### config.mk
export PLATFORM = sky130hd
export DESIGN_NAME = ps2_scan_parser
export DESIGN_NICKNAME = d
export VERILOG_FILES = /design/src/rtl/ps2_pkg.sv /design/src/rtl/ps2_event_fifo.sv /design/src/rtl/ps2_scan_parser.sv
export SDC_FILE = /design/constraint.sdc
export NUM_CORES = 1
export LEC_CHECK = 0
export BUFFER_PORTS_ARGS = -buffer_cell sky130_fd_sc_hd__buf_4
export CAP_MARGIN = 10
export CORE_MARGIN = 2
export CORE_UTILIZATION = 57
export DETAILED_ROUTE_END_ITERATION = 6
export PLACE_DENSITY_LB_ADDON = 0.2
export SYNTH_ARGS = -nofsm -noshare
export SYNTH_HDL_FRONTEND = slang
export SYNTH_HIERARCHICAL = 1
export SYNTH_SLANG_ARGS = --single-unit
### constraint.sdc
create_clock -name clk -period 2.9 [get_ports clk]
set_input_delay 0.58 -clock clk [delete_from_list [all_inputs] [get_ports clk]]
set_output_delay 0.58 -clock clk [all_outputs]
set_load 0.02 [all_outputs]
### src/rtl/ps2_pkg.sv
// ps2_pkg: shared PS/2 scan-code constants, parser state encoding and key-event record.
package ps2_pkg;
    localparam logic [7:0] CODE_EXT    = 8'hE0;
    localparam logic [7:0] CODE_BRK    = 8'hF0;
    localparam logic [7:0] CODE_LSHIFT = 8'h12;
    localparam logic [7:0] CODE_RSHIFT = 8'h59;
    localparam logic [7:0] CODE_CAPS   = 8'h58;
    typedef enum logic [1:0] {IDLE, EXT, BRK, EXT_BRK} ps2_state_e;
    typedef struct packed {
        logic       ext;
        logic       brk;
        logic [7:0] code;
    } ps2_event_t;
endpackage

### src/rtl/ps2_event_fifo.sv
// ps2_event_fifo: key-event FIFO with a registered show-ahead head (new entries appear one cycle after push).
module ps2_event_fifo #(
    parameter int DEPTH = 4,
    parameter int WIDTH = 10
) (
    input  logic             clk,
    input  logic             reset,
    input  logic             push,
    input  logic [WIDTH-1:0] wr_data,
    input  logic             pop,
    output logic             full,
    output logic             empty,
    output logic             rd_valid,
    output logic [WIDTH-1:0] rd_data
);
    localparam int AW = $clog2(DEPTH);
    logic [WIDTH-1:0] mem [DEPTH];
    logic [AW:0] wr_ptr, rd_ptr, rd_nxt;
    logic do_push, do_pop;
    assign empty   = wr_ptr == rd_ptr;
    assign full    = wr_ptr == {~rd_ptr[AW], rd_ptr[AW-1:0]};
    assign do_pop  = pop & ~empty;
    assign do_push = push & (~full | do_pop);
    assign rd_nxt  = rd_ptr + {{AW{1'b0}}, do_pop};
    always_ff @(posedge clk)
        if (do_push) mem[wr_ptr[AW-1:0]] <= wr_data;
    // The head only sees entries present before this edge, so a push shows up a cycle later.
    always_ff @(posedge clk or posedge reset) begin
        if (reset) begin
            wr_ptr   <= '0;
            rd_ptr   <= '0;
            rd_valid <= 1'b0;
            rd_data  <= '0;
        end else begin
            wr_ptr   <= wr_ptr + {{AW{1'b0}}, do_push};
            rd_ptr   <= rd_nxt;
            rd_valid <= wr_ptr != rd_nxt;
            rd_data  <= mem[rd_nxt[AW-1:0]];
        end
    end
endmodule

### src/rtl/ps2_scan_parser.sv
// ps2_scan_parser: turns PS/2 set-2 scan bytes into make/break key events, tracks shift/caps state.
module ps2_scan_parser import ps2_pkg::*; #(
    parameter int FIFO_DEPTH = 4
) (
    input  logic       clk,
    input  logic       reset,
    input  logic [7:0] scan_code,
    input  logic       scan_valid,
    output logic       ev_valid,
    input  logic       ev_ready,
    output logic [7:0] ev_code,
    output logic       ev_ext,
    output logic       ev_break,
    output logic       shift_held,
    output logic       caps_lock,
    output logic       overflow,
    output logic       err,
    input  logic       status_clr
);
    ps2_state_e state, state_nxt;
    ps2_event_t ev_in, head;
    logic emit, set_err, is_prefix, fifo_full, fifo_empty, pop, push_drop;
    logic lshift, rshift;
    always_comb begin
        is_prefix = scan_code == CODE_EXT || scan_code == CODE_BRK;
        ev_in     = '{ext: state == EXT || state == EXT_BRK, brk: state == BRK || state == EXT_BRK, code: scan_code};
        emit      = 1'b0;
        set_err   = 1'b0;
        state_nxt = state;
        if (scan_valid) begin
            if (scan_code == 8'h00 || scan_code == 8'hFF) begin
                set_err   = 1'b1;
                state_nxt = IDLE;
            end else if (state == IDLE || state == EXT) begin
                if (scan_code == CODE_BRK) state_nxt = state == EXT ? EXT_BRK : BRK;
                else if (scan_code == CODE_EXT) state_nxt = EXT;
                else begin
                    emit      = 1'b1;
                    state_nxt = IDLE;
                end
            end else begin
                set_err   = is_prefix;
                emit      = ~is_prefix;
                state_nxt = IDLE;
            end
        end
    end
    assign pop       = ev_valid & ev_ready & ~fifo_empty;
    assign push_drop = emit & fifo_full & ~pop;
    ps2_event_fifo #(.DEPTH(FIFO_DEPTH), .WIDTH($bits(ps2_event_t))) u_fifo (
        .clk      (clk),
        .reset    (reset),
        .push     (emit),
        .wr_data  (ev_in),
        .pop      (pop),
        .full     (fifo_full),
        .empty    (fifo_empty),
        .rd_valid (ev_valid),
        .rd_data  (head)
    );
    assign ev_code    = head.code;
    assign ev_ext     = head.ext;
    assign ev_break   = head.brk;
    assign shift_held = lshift | rshift;
    // Modifier state follows the parsed stream even when the FIFO drops the event.
    always_ff @(posedge clk or posedge reset) begin
        if (reset) begin
            state     <= IDLE;
            lshift    <= 1'b0;
            rshift    <= 1'b0;
            caps_lock <= 1'b0;
            overflow  <= 1'b0;
            err       <= 1'b0;
        end else begin
            state    <= state_nxt;
            overflow <= push_drop | (overflow & ~status_clr);
            err      <= set_err | (err & ~status_clr);
            if (emit && !ev_in.ext) begin
                if (ev_in.code == CODE_LSHIFT) lshift <= ~ev_in.brk;
                if (ev_in.code == CODE_RSHIFT) rshift <= ~ev_in.brk;
                if (ev_in.code == CODE_CAPS && !ev_in.brk) caps_lock <= ~caps_lock;
            end
        end
    end
endmodule

# ---- After elaboration in Yosys (flattened, before gate mapping)
# Memory sizes are Yosys's and may differ from the RTL's. A register that Yosys moved wholly into a read port is not among the register bits.
# Cells that the tools add are included.
# W data, S select, Z words.
dict set report op_classes {
  add_sub_neg 2
  n_eq_ne 12
  n_reduce_logical 14
  muxes 15
  n_bitwise 20
}
# op n
set op_table {}
lappend op_table {{$eq A8 B8 Y1 const B} 3}
lappend op_table {{$eq A8 B7 Y1 const B} 2}
lappend op_table {{$mux W1} 12}
lappend op_table {{$and A1 B1 Y1} 8}
lappend op_table {{$eq A8 B5 Y1 const B} 1}
lappend op_table {{$logic_not A8 Y1} 1}
lappend op_table {{$not A1 Y1} 8}
lappend op_table {{$add A3 B1 Y3} 2}
lappend op_table {{$eq A3 B3 Y1} 2}
lappend op_table {{$mux W2} 3}
lappend op_table {{$reduce_and A2 Y1} 3}
lappend op_table {{$logic_or A1 B1 Y1} 5}
lappend op_table {{$eq A2 B2 Y1 const B} 2}
lappend op_table {{$or A1 B1 Y1} 4}
lappend op_table {{$ne A3 B3 Y1} 1}
lappend op_table {{$eq A2 B1 Y1 const B} 1}
lappend op_table {{$logic_and A1 B1 Y1} 2}
lappend op_table {{$logic_not A1 Y1} 2}
lappend op_table {{$logic_not A2 Y1} 1}
dict set report totals {
  ramBits 40
  register_bits 14
  out_inout_bits 15
  input_bits 13
  mem_count 1
  elab_cells 73
}
# name depth width read_ports rd_ports_with_merged_regs wr line_no
set mem_list {}
lappend mem_list {u_fifo.mem 4 10 1 1 1 ps2_event_fifo.sv:17} ;# logic [WIDTH-1:0] mem [DEPTH];

# ---- Depth between registers and ports, before layout
# Gate-level depths: netlist of run 1.
dict set report depth {
  ltp_word 9
  ltp_mapped 9
  ltp_nobuf 8
}

# ---- Hierarchy
# Netlist of run 1, hierarchy kept.
# module seq_area_each_um2 n_inst area_per_inst_um2 cells_each
set modules_own_cells {}
lappend modules_own_cells {ps2_event_fifo 1626.6 1 2079.5 93}
lappend modules_own_cells {ps2_scan_parser 175.2 1 430.4 49}

# ---- Least setup slack after synthesis of run 1
# Ideal clock, no wire load.
dict set report synth_path {
  path_kind {in2reg}
  start {input scan_code[5]}
  end {memory u_fifo.mem[2][0], enable pin}
  setup_time_ps 392
  slack_ps 432
  n_path_buf 0
  required_ps 2508
  arrival_time_ps 2076
  path_stages 5
  path_cell_list {and3_1 a211oi_1 a31o_2 o41ai_2 nor3b_1}
}
dict set report synth_between {
  elab_chain_len 9
  word_cells_on_any_way 15
  classes_between {eq/ne (3); mux (7); bitwise (2); reduce/logical (3)}
}
# element line_no
set synth_rtl {}
lappend synth_rtl {{start, declared} ps2_scan_parser.sv:7} ;# input logic [7:0] scan_code,
lappend synth_rtl {{$eq A8 B8 Y1, on equally long branches} {ps2_scan_parser.sv:25, ps2_scan_parser.sv:36, ps2_scan_parser.sv:35}}
lappend synth_rtl {{$mux W1 or $logic_or A1 B1 Y1 (tied branches)} {ps2_scan_parser.sv:36, ps2_scan_parser.sv:25}}
lappend synth_rtl {{$mux W1 or $not A1 Y1 (tied branches)} {ps2_scan_parser.sv:35, ps2_scan_parser.sv:43}}
lappend synth_rtl {{$mux W1} ps2_scan_parser.sv:34} ;# end else if (state == IDLE || state == EXT) begin
lappend synth_rtl {{$mux W1 *} ps2_scan_parser.sv:31} ;# if (scan_code == 8'h00 || scan_code == 8'hFF) begin
lappend synth_rtl {{$mux W1 *} ps2_scan_parser.sv:30} ;# if (scan_valid) begin
lappend synth_rtl {{via emit} ps2_scan_parser.sv:22} ;# logic emit, set_err, is_prefix, fifo_full, fifo_empty, pop, push_drop;
lappend synth_rtl {{$and A1 B1 Y1 *} ps2_event_fifo.sv:23} ;# assign do_push = push & (~full | do_pop);
lappend synth_rtl {{$mux W1 *} ps2_event_fifo.sv:26} ;# if (do_push) mem[wr_ptr[AW-1:0]] <= wr_data;
lappend synth_rtl {{$mux W1 (not written as such) *} ps2_event_fifo.sv:26}
lappend synth_rtl {{end, declared} ps2_event_fifo.sv:17}
# Mark *: on every way through the listed nets, which the timed path passes. The rest lies on a longest branch.

# ---- Final worst setup path of run 1
dict set report layout_path {
  start {register u_fifo.wr_ptr[1]}
  end {register u_fifo.rd_data[9] (read register of u_fifo.mem)}
}
dict set report layout_between {
  elab_chain_len 5
}
# element line_no
set layout_rtl {}
lappend layout_rtl {{start, declared} ps2_event_fifo.sv:18} ;# logic [AW:0] wr_ptr, rd_ptr, rd_nxt;
lappend layout_rtl {{start signal, assigned} ps2_event_fifo.sv:35} ;# wr_ptr <= wr_ptr + {{AW{1'b0}}, do_push};
lappend layout_rtl {{$eq A3 B3 Y1} ps2_event_fifo.sv:20} ;# assign empty = wr_ptr == rd_ptr;
lappend layout_rtl {{via fifo_empty} ps2_scan_parser.sv:22}
lappend layout_rtl {{$not A1 Y1} ps2_scan_parser.sv:48} ;# assign pop = ev_valid & ev_ready & ~fifo_empty;
lappend layout_rtl {{$and A1 B1 Y1} ps2_scan_parser.sv:48}
lappend layout_rtl {{via pop} ps2_scan_parser.sv:22}
lappend layout_rtl {{$and A1 B1 Y1} ps2_event_fifo.sv:22} ;# assign do_pop = pop & ~empty;
lappend layout_rtl {{$add A3 B1 Y3} ps2_event_fifo.sv:24} ;# assign rd_nxt = rd_ptr + {{AW{1'b0}}, do_pop};
lappend layout_rtl {{via u_fifo.rd_nxt[0]} ps2_event_fifo.sv:18}
lappend layout_rtl {{end, declared} ps2_event_fifo.sv:14} ;# output logic [WIDTH-1:0] rd_data
# The timed path passes the listed nets, and every way through them passes these cells.
# A chain may end at the register's enable or synchronous reset.

==> results of run 1 <==
-- flip-flops by register name, summed over array words and instances (netlist names), 2 cells and up --
register / count
u_fifo/wr_ptr: 3
u_fifo/rd_ptr: 3
state: 2
u_fifo/mem: 40
u_fifo/rd_data: 10
-- area by class of cell --
class                      instances  share of cell area
clock inverter                     4              0.0322
sequential                        64               0.586
inverter                           7             0.00855
tap                               52              0.0212
clock buffer                      12              0.0537
timing repair buffer              34              0.0830
multi-input combinational         67               0.215
-- where the power goes --
group	switching (mW)	leakage, nW	total, mW	internal, mW
sequential	0.122	0.661	1.42	1.30
combinational	0.623	0.444	1.27	0.643
clock	0.323	0.133	0.966	0.643
total	1.07	1.24	3.66	2.59
-- critical path, delay by kind of cell (launching register included) --
| family | cells | cell delay (ns) |
|---|---|---|
| adder cells (fa/ha/maj) | 1 | 0.27 |
| buffers and inverters | 1 | 0.24 |
| AND/OR/NAND/NOR | 3 | 0.46 |
| flip-flops | 1 | 0.48 |
| XOR/XNOR | 1 | 0.23 |
| multiplexers | 1 | 0.53 |
-- kinds of logic (layout without fill, tap and decap cells) --
family,Yosys count,after routing,synth area share
buffers and inverters,11,57,0.0184
muxes,11,11,0.0937
adders and majority gates,4,4,0.0199
and+or+nand+nor,32,32,0.0788
xor gates and xnor gates,9,9,0.0374
DFF,64,64,0.718
AOI/OAI and AO/OA,11,11,0.0339
-- Yosys cell counts --
library cell and instances:
xor2_1 4, mux4_2 10, xnor2_1 3, buf_4 1
xor2_2 2, and3_1 2, nor4_1 2, a31o_2 1
nand3_1 2, nor3b_1 2, nor2_1 4, o21a_1 1
a211oi_1 1, or4b_2 1, mux2i_1 1, inv_1 7
nor4_2 1, a21o_1 1, buf_2 1, o21ai_0 2
o41ai_2 1, nand4_1 1, clkbuf_1 2, a22o_1 2
edfxtp_1 40, nor2b_1 2, or4_4 1, or4_2 1
nor3_1 4, dfrtp_1 24, ha_1 4, nor3b_2 2
a21oi_1 2, nand2_1 7
-- stage by stage --
| step | utilization | setup slack [ns] | std cells | hold WS [ns] |
|---|---|---|---|---|
| 2_1_floorplan | - | 0.432 | 142 | 0.383 |
| 3_3_place_gp | 0.654 | 0.425 | 224 | 0.462 |
| 3_5_place_dp | 0.654 | 0.390 | 224 | 0.472 |
| 4_1_cts | 0.716 | 0.515 | 240 | 0.175 |
| 5_1_grt | 0.716 | 0.397 | 240 | 0.191 |
| 6_report | 0.716 | 0.548 | 240 | 0.179 |
-- placed cells by master (no fill, tap or decap), drive strengths merged --
cell type  Yosys  routed
a21oi          2       2
or4            2       2
a21o           1       1
o21a           1       1
mux4          10      10
nor4           3       3
xor2           6       6
inv            7       7
nor3b          4       4
ha             4       4
xnor2          3       3
nand3          2       2
o41ai          1       1
mux2i          1       1
clkbuf         2      12
dfrtp         24      24
a22o           2       2
bufinv         0       3
buf            2      34
nor2b          2       2
nor3           4       4
a211oi         1       1
or4b           1       1
and3           2       2
o21ai          2       2
clkinv         0       1
edfxtp        40      40
nand2          7       7
nand4          1       1
a31o           1       1
nor2           4       4
-- how the worst max path moves through the flow --
stage / endpoint
2_1_floorplan: u_fifo/mem[2][0]$_DFFE_PP_
3_3_place_gp: u_fifo/wr_ptr[2]$_DFF_PP0_
3_5_place_dp: u_fifo/wr_ptr[2]$_DFF_PP0_
4_1_cts: u_fifo/rd_data[9]$_DFF_PP0_
5_1_grt: u_fifo/rd_data[1]$_DFF_PP0_
6_report: u_fifo/rd_data[9]$_DFF_PP0_
-- per-layer routing --
layer  up-vias  wire length (microns)
met2        57                   1960
met4         0                     94
met1       657                   1850
met5         -                      0
li1        620                      -
met3        11                    293
==> metrics, run 1 <==
status=complete, no violations; clock skew=0.00683 ns; P_leak=1.24 nW; layout net count=200; # diodes=0; sequential cell area=0.00180 sq mm; Final HPWL DP=2830 microns; CP arrival=2.55 ns; Min-Delay Path Class=in -> async; maximum VDD drop=569 uV; register bit total from synthesis=64; critical path required time=3.10 ns; Die Wd=70.4 microns; WS Path Type=reg -> reg; maximum fanout count along the critical path=12; Reg-to-Reg Start=u_fifo/wr_ptr[1]$_DFF_PP0_; post-synthesis sequential area ratio=0.718; CP endpoint kind=register; placed instance area=0.00281 sq mm; routed vias=1345; max cap viols=0; met2 Usage GRT=0.290; Design Power=3.66 mW; drt pass-1 iters=4; # setup viols final=0; CTS Buf Count=9; crit-path cells=xor2_2 > nor3b_2 > nor2_1 > nor2b_1 > ha_1 > buf_4 > mux4_2; Fill cells=264; Slew HR=0.525; CP Launch Point=u_fifo/wr_ptr[1]$_DFF_PP0_; setup bufs post-CTS=0; Tmin final=2.35 ns; Cell Area, Synth=0.00251 sq mm; root buffer cell=clkbuf_8; clk slew on worst S/H paths=0.07 ns; Slew @ Worst Pin=0.711 ns; multi-input logic area=662 sq um; Vias/cell=5.60; Antenna Nets Post-Route=0; synth top area cells=edfxtp_1 48%, dfrtp_1 24%, mux4_2 9.0%, ha_1 2.0%, xor2_1 1.4%; die area=0.00495 sq mm; ratio of cells with drive above 1 in the final layout=0.372; FF-to-FF setup slack=0.55 ns; CORE AREA=0.00429 sq mm; Initial DRC Count=118; largest net degree at the start of global routing=18; critical path startpoint category=register; Worst R2R End=u_fifo/rd_data[9]$_DFF_PP0_; routability cong.=0.851; CTS tree=yes; Worst path max stage delay=0.53 ns; CTS Sinks=64; Final period util=0.811; met3 GRT Util=0.0606; area delta synth->final=22.5%; Gate Count Post-Synth=142; count of input and output buffers=27; worst-skew pair later-pin latency=0.33 ns; vias in the first global route=1433; CTS resizes=0; busiest grt layer=met2; M1 GR Usage=0.264; row count=24; CTS Hold Bufs=0; crit path max-delay cell type=mux4_2; Pwr Density=1190 mW/mm^2; first-pass GRT wire length=6980 microns; Final TNS setup=0 ns; synthesized net count=159; fin. max-slew vios=0; syn_area_per_cell=17.7 sq um; htree depth=3; gr ovfl total=0; R2R cell count=7; RSZ-0062 raised after global routing=false; Routed WL=4200 microns; Initial Utilization=0.584; fmax=425 MHz; Netlist cell types=34; Synth top area share=0.479; Global Route Usage Sum=0.198; Final Hold Fails=0; I/O Pins=28; initial antenna violation count=0; # DRC=0; clock tree buffer depth=2; cell taking the most area after synthesis=edfxtp_1; finished layout cell area=0.00307 sq mm; DR WL/cell=17.5 microns; die height=70.4 microns; Syn. warnings=6
Power figures use the tool's default switching activity.
==> run 2: changes to the inputs <==
- ABC_AREA: unset -> 1
- clock period: 2.9 -> 2.3 ns (I/O delays scaled with it)
==> run 2 against run 1 <==
  * Synthesized area up 7.0%
  * Clock power is 9.9% lower
  * Largest cell class unchanged
  * First-iteration DRC count increased by 46%
  * Critical endpoint is now u_fifo/rd_data[8]$_DFF_PP0_
==> metrics, run 2 <==
status=complete, no violations; Worst path max stage delay=0.44 ns (-0.09 ns); critical path required time=2.51 ns (-0.59 ns); CP endpoint kind=register; most frequent cell after synthesis=edfxtp_1; most common cell after layout, fill and taps aside=edfxtp_1; Slew HR=0.535 (+0.00930); Pwr Density=1380 mW/mm^2 (+16%); htree depth=3 (unchanged); gr ovfl total=0 (unchanged); Gate Count Post-Synth=233 (+64%); fmax=477 MHz (+12%); Most used DFF post-synth=edfxtp_1; maximum VDD drop=597 uV (+5.0%); ratio of cells with drive above 1 in the final layout=0.261 (-0.112); CTS Buf Count=9 (unchanged); Vias/cell=5.35 (-4.5%); CTS Sinks=64 (unchanged); WS Path Type=reg -> reg; post-synthesis sequential area ratio=0.671 (-0.0468); critical path startpoint category=register; Tmin final=2.10 ns (-0.256 ns); Post-synth ARST share=0.375 (unchanged); worst hold slack=0.0657 ns (-0.114 ns); vias in the first global route=1700 (+19%); Final TNS setup=0 ns (unchanged); Final HPWL DP=3250 microns (+15%); P_leak=1.35 nW (+9.1%); routability cong.=0.791 (-7.0%); fin. max-slew vios=0 (unchanged); initial antenna violation count=0 (unchanged); Initial DRC Count=172 (+46%); placed instance area=0.00299 sq mm (+6.5%); clock tree buffer depth=2 (unchanged); Cell Area, Synth=0.00269 sq mm (+7.0%); Final period util=0.911 (+0.100); root buffer cell=clkbuf_8; Routed WL=4980 microns (+19%); crit-path cells=xnor2_1 > nand2_1 > nor2_1 > nor2_1 > o21ai_0 > inv_1 > ha_1 > inv_1 > buf_4 > o21ai_0 > o22ai_1; FF-to-FF setup slack=0.20 ns (-0.34 ns); Slew @ Worst Pin=0.697 ns (-0.0139 ns); # setup viols final=0 (unchanged); # diodes=0 (unchanged); R2R cell count=11 (+4); Die Wd=72.6 microns (+3.2%); commonest cells in the netlist=40 x edfxtp_1, 30 x nand2_1, 29 x nor2_1; worst-skew pair later-pin latency=0.34 ns (about the same); most frequent cells in the layout=40 x edfxtp_1, 38 x buf_4, 30 x nand2_1; crit path max-delay cell type=dfrtp_1; routed vias=1777 (+32%); CP arrival=2.31 ns (-0.24 ns); # DRC=0 (unchanged); Largest register FFs=40 (unchanged); clk slew on worst S/H paths=0.07 ns (about the same); Synth top area share=0.447 (-0.0312); area delta synth->final=19.2%; Global Route Usage Sum=0.213 (+0.0154); Post-synth EDFFs=40 (unchanged); Netlist cell types=25 (-26%); path length in cells of the critical path=11 (+4); largest net degree at the start of global routing=23 (+5); RSZ-0062 raised after global routing=false; layout net count=292 (+46%); max cap viols=0 (unchanged); synthesized net count=250 (+57%); CTS tree=yes; register bit total from synthesis=64 (unchanged); maximum fanout count along the critical path=20 (+8); Worst R2R End=u_fifo/rd_data[8]$_DFF_PP0_; highest metal used=met4; Initial Utilization=0.604 (+0.0197); syn_area_per_cell=11.5 sq um (-35%); met2 wire length=2520 microns (+28%); drt pass-1 iters=4 (unchanged); finished layout cell area=0.00320 sq mm (+4.1%); worst path bufs/invs=3 (+2); crit-path leading delay family=flip-flops; cell taking the most area after synthesis=edfxtp_1; count of input and output buffers=27 (unchanged); clock skew=0.0109 ns (+0.00408 ns); first-pass GRT wire length=8020 microns (+15%); die area=0.00528 sq mm (+6.6%); Antenna Nets Post-Route=0 (unchanged); I/O Pins=28 (unchanged); Min-Delay Path Class=in -> async; Reg-to-Reg Start=u_fifo/rd_ptr[1]$_DFF_PP0_; CTS Hold Bufs=0 (unchanged); routed wire length on met3=330 microns (+13%); die height=72.6 microns (+3.2%); synth top area cells=edfxtp_1 45%, dfrtp_1 22%, o21ai_0 4.3%, nand2_1 4.2%, nor2_1 4.1%; met1 wire length=2070 microns (+12%); Final Hold Fails=0 (unchanged); CORE AREA=0.00444 sq mm (+3.5%); row count=24 (unchanged); DR WL/cell=15.0 microns (-14%); Syn. warnings=6 (unchanged)
run 2: worst max-delay path by stage:
stage | to | from | slack (ns)
floorplan | u_fifo/rd_data[0]$_DFF_PP0_ | u_fifo/wr_ptr[1]$_DFF_PP0_ | 0.29
global placement | u_fifo/rd_data[8]$_DFF_PP0_ | u_fifo/wr_ptr[0]$_DFF_PP0_ | 0.23
detailed placement | u_fifo/rd_data[9]$_DFF_PP0_ | u_fifo/wr_ptr[0]$_DFF_PP0_ | 0.06
CTS | u_fifo/rd_data[8]$_DFF_PP0_ | u_fifo/wr_ptr[0]$_DFF_PP0_ | 0.02
global route | u_fifo/rd_data[9]$_DFF_PP0_ | u_fifo/wr_ptr[0]$_DFF_PP0_ | 0.007
finish | u_fifo/rd_data[8]$_DFF_PP0_ | u_fifo/rd_ptr[1]$_DFF_PP0_ | 0.20
run 2: cells by family after synthesis:
group,count (synthesis),synth area share
fa+ha+maj,4,0.0186
flops,64,0.671
buf+inv,31,0.0443
simple gates,92,0.173
xor+xnor,6,0.0196
compound gates,36,0.0732
run 2: layer usage:
layer	vias up	track usage
met2	48	0.339
met5	-	0
met1	851	0.269
met3	6	0.0539
li1	872	-
met4	0	0.115
run 2: per-stage QoR:
stage / total power, mW / setup slack [ns] / util / std cells
after floorplan: 2.86 / 0.289 / - / 233
final: 4.42 / 0.204 / 0.720 / 332
after global routing: 4.69 / 0.00657 / 0.720 / 332
after CTS: 4.37 / 0.0155 / 0.714 / 330
after global placement: 3.44 / 0.234 / 0.673 / 314
after detailed placement: 3.49 / 0.0570 / 0.673 / 314
run 2: area by class of cell:
type                       count  area, sq um
multi-input combinational    138          777
sequential                    64         1800
fill                         314         1240
tap                           52         65.1
timing repair buffer          38          285
clock buffer                  16          180
inverter                      24         90.1
run 2: power by group:
part | leakage (nW) | internal [mW] | switching (mW)
registers | 0.662 | 1.57 | 0.120
logic | 0.597 | 0.725 | 1.13
clock network | 0.0910 | 0.482 | 0.388
run 2: repair_timing:
| item | 4_1_cts | 5_1_grt |
|---|---|---|
| gates resized for setup | 0 | 3 |
| buffers inserted | 0 | 2 |
| setup endpoints to repair | 0 | 11 |
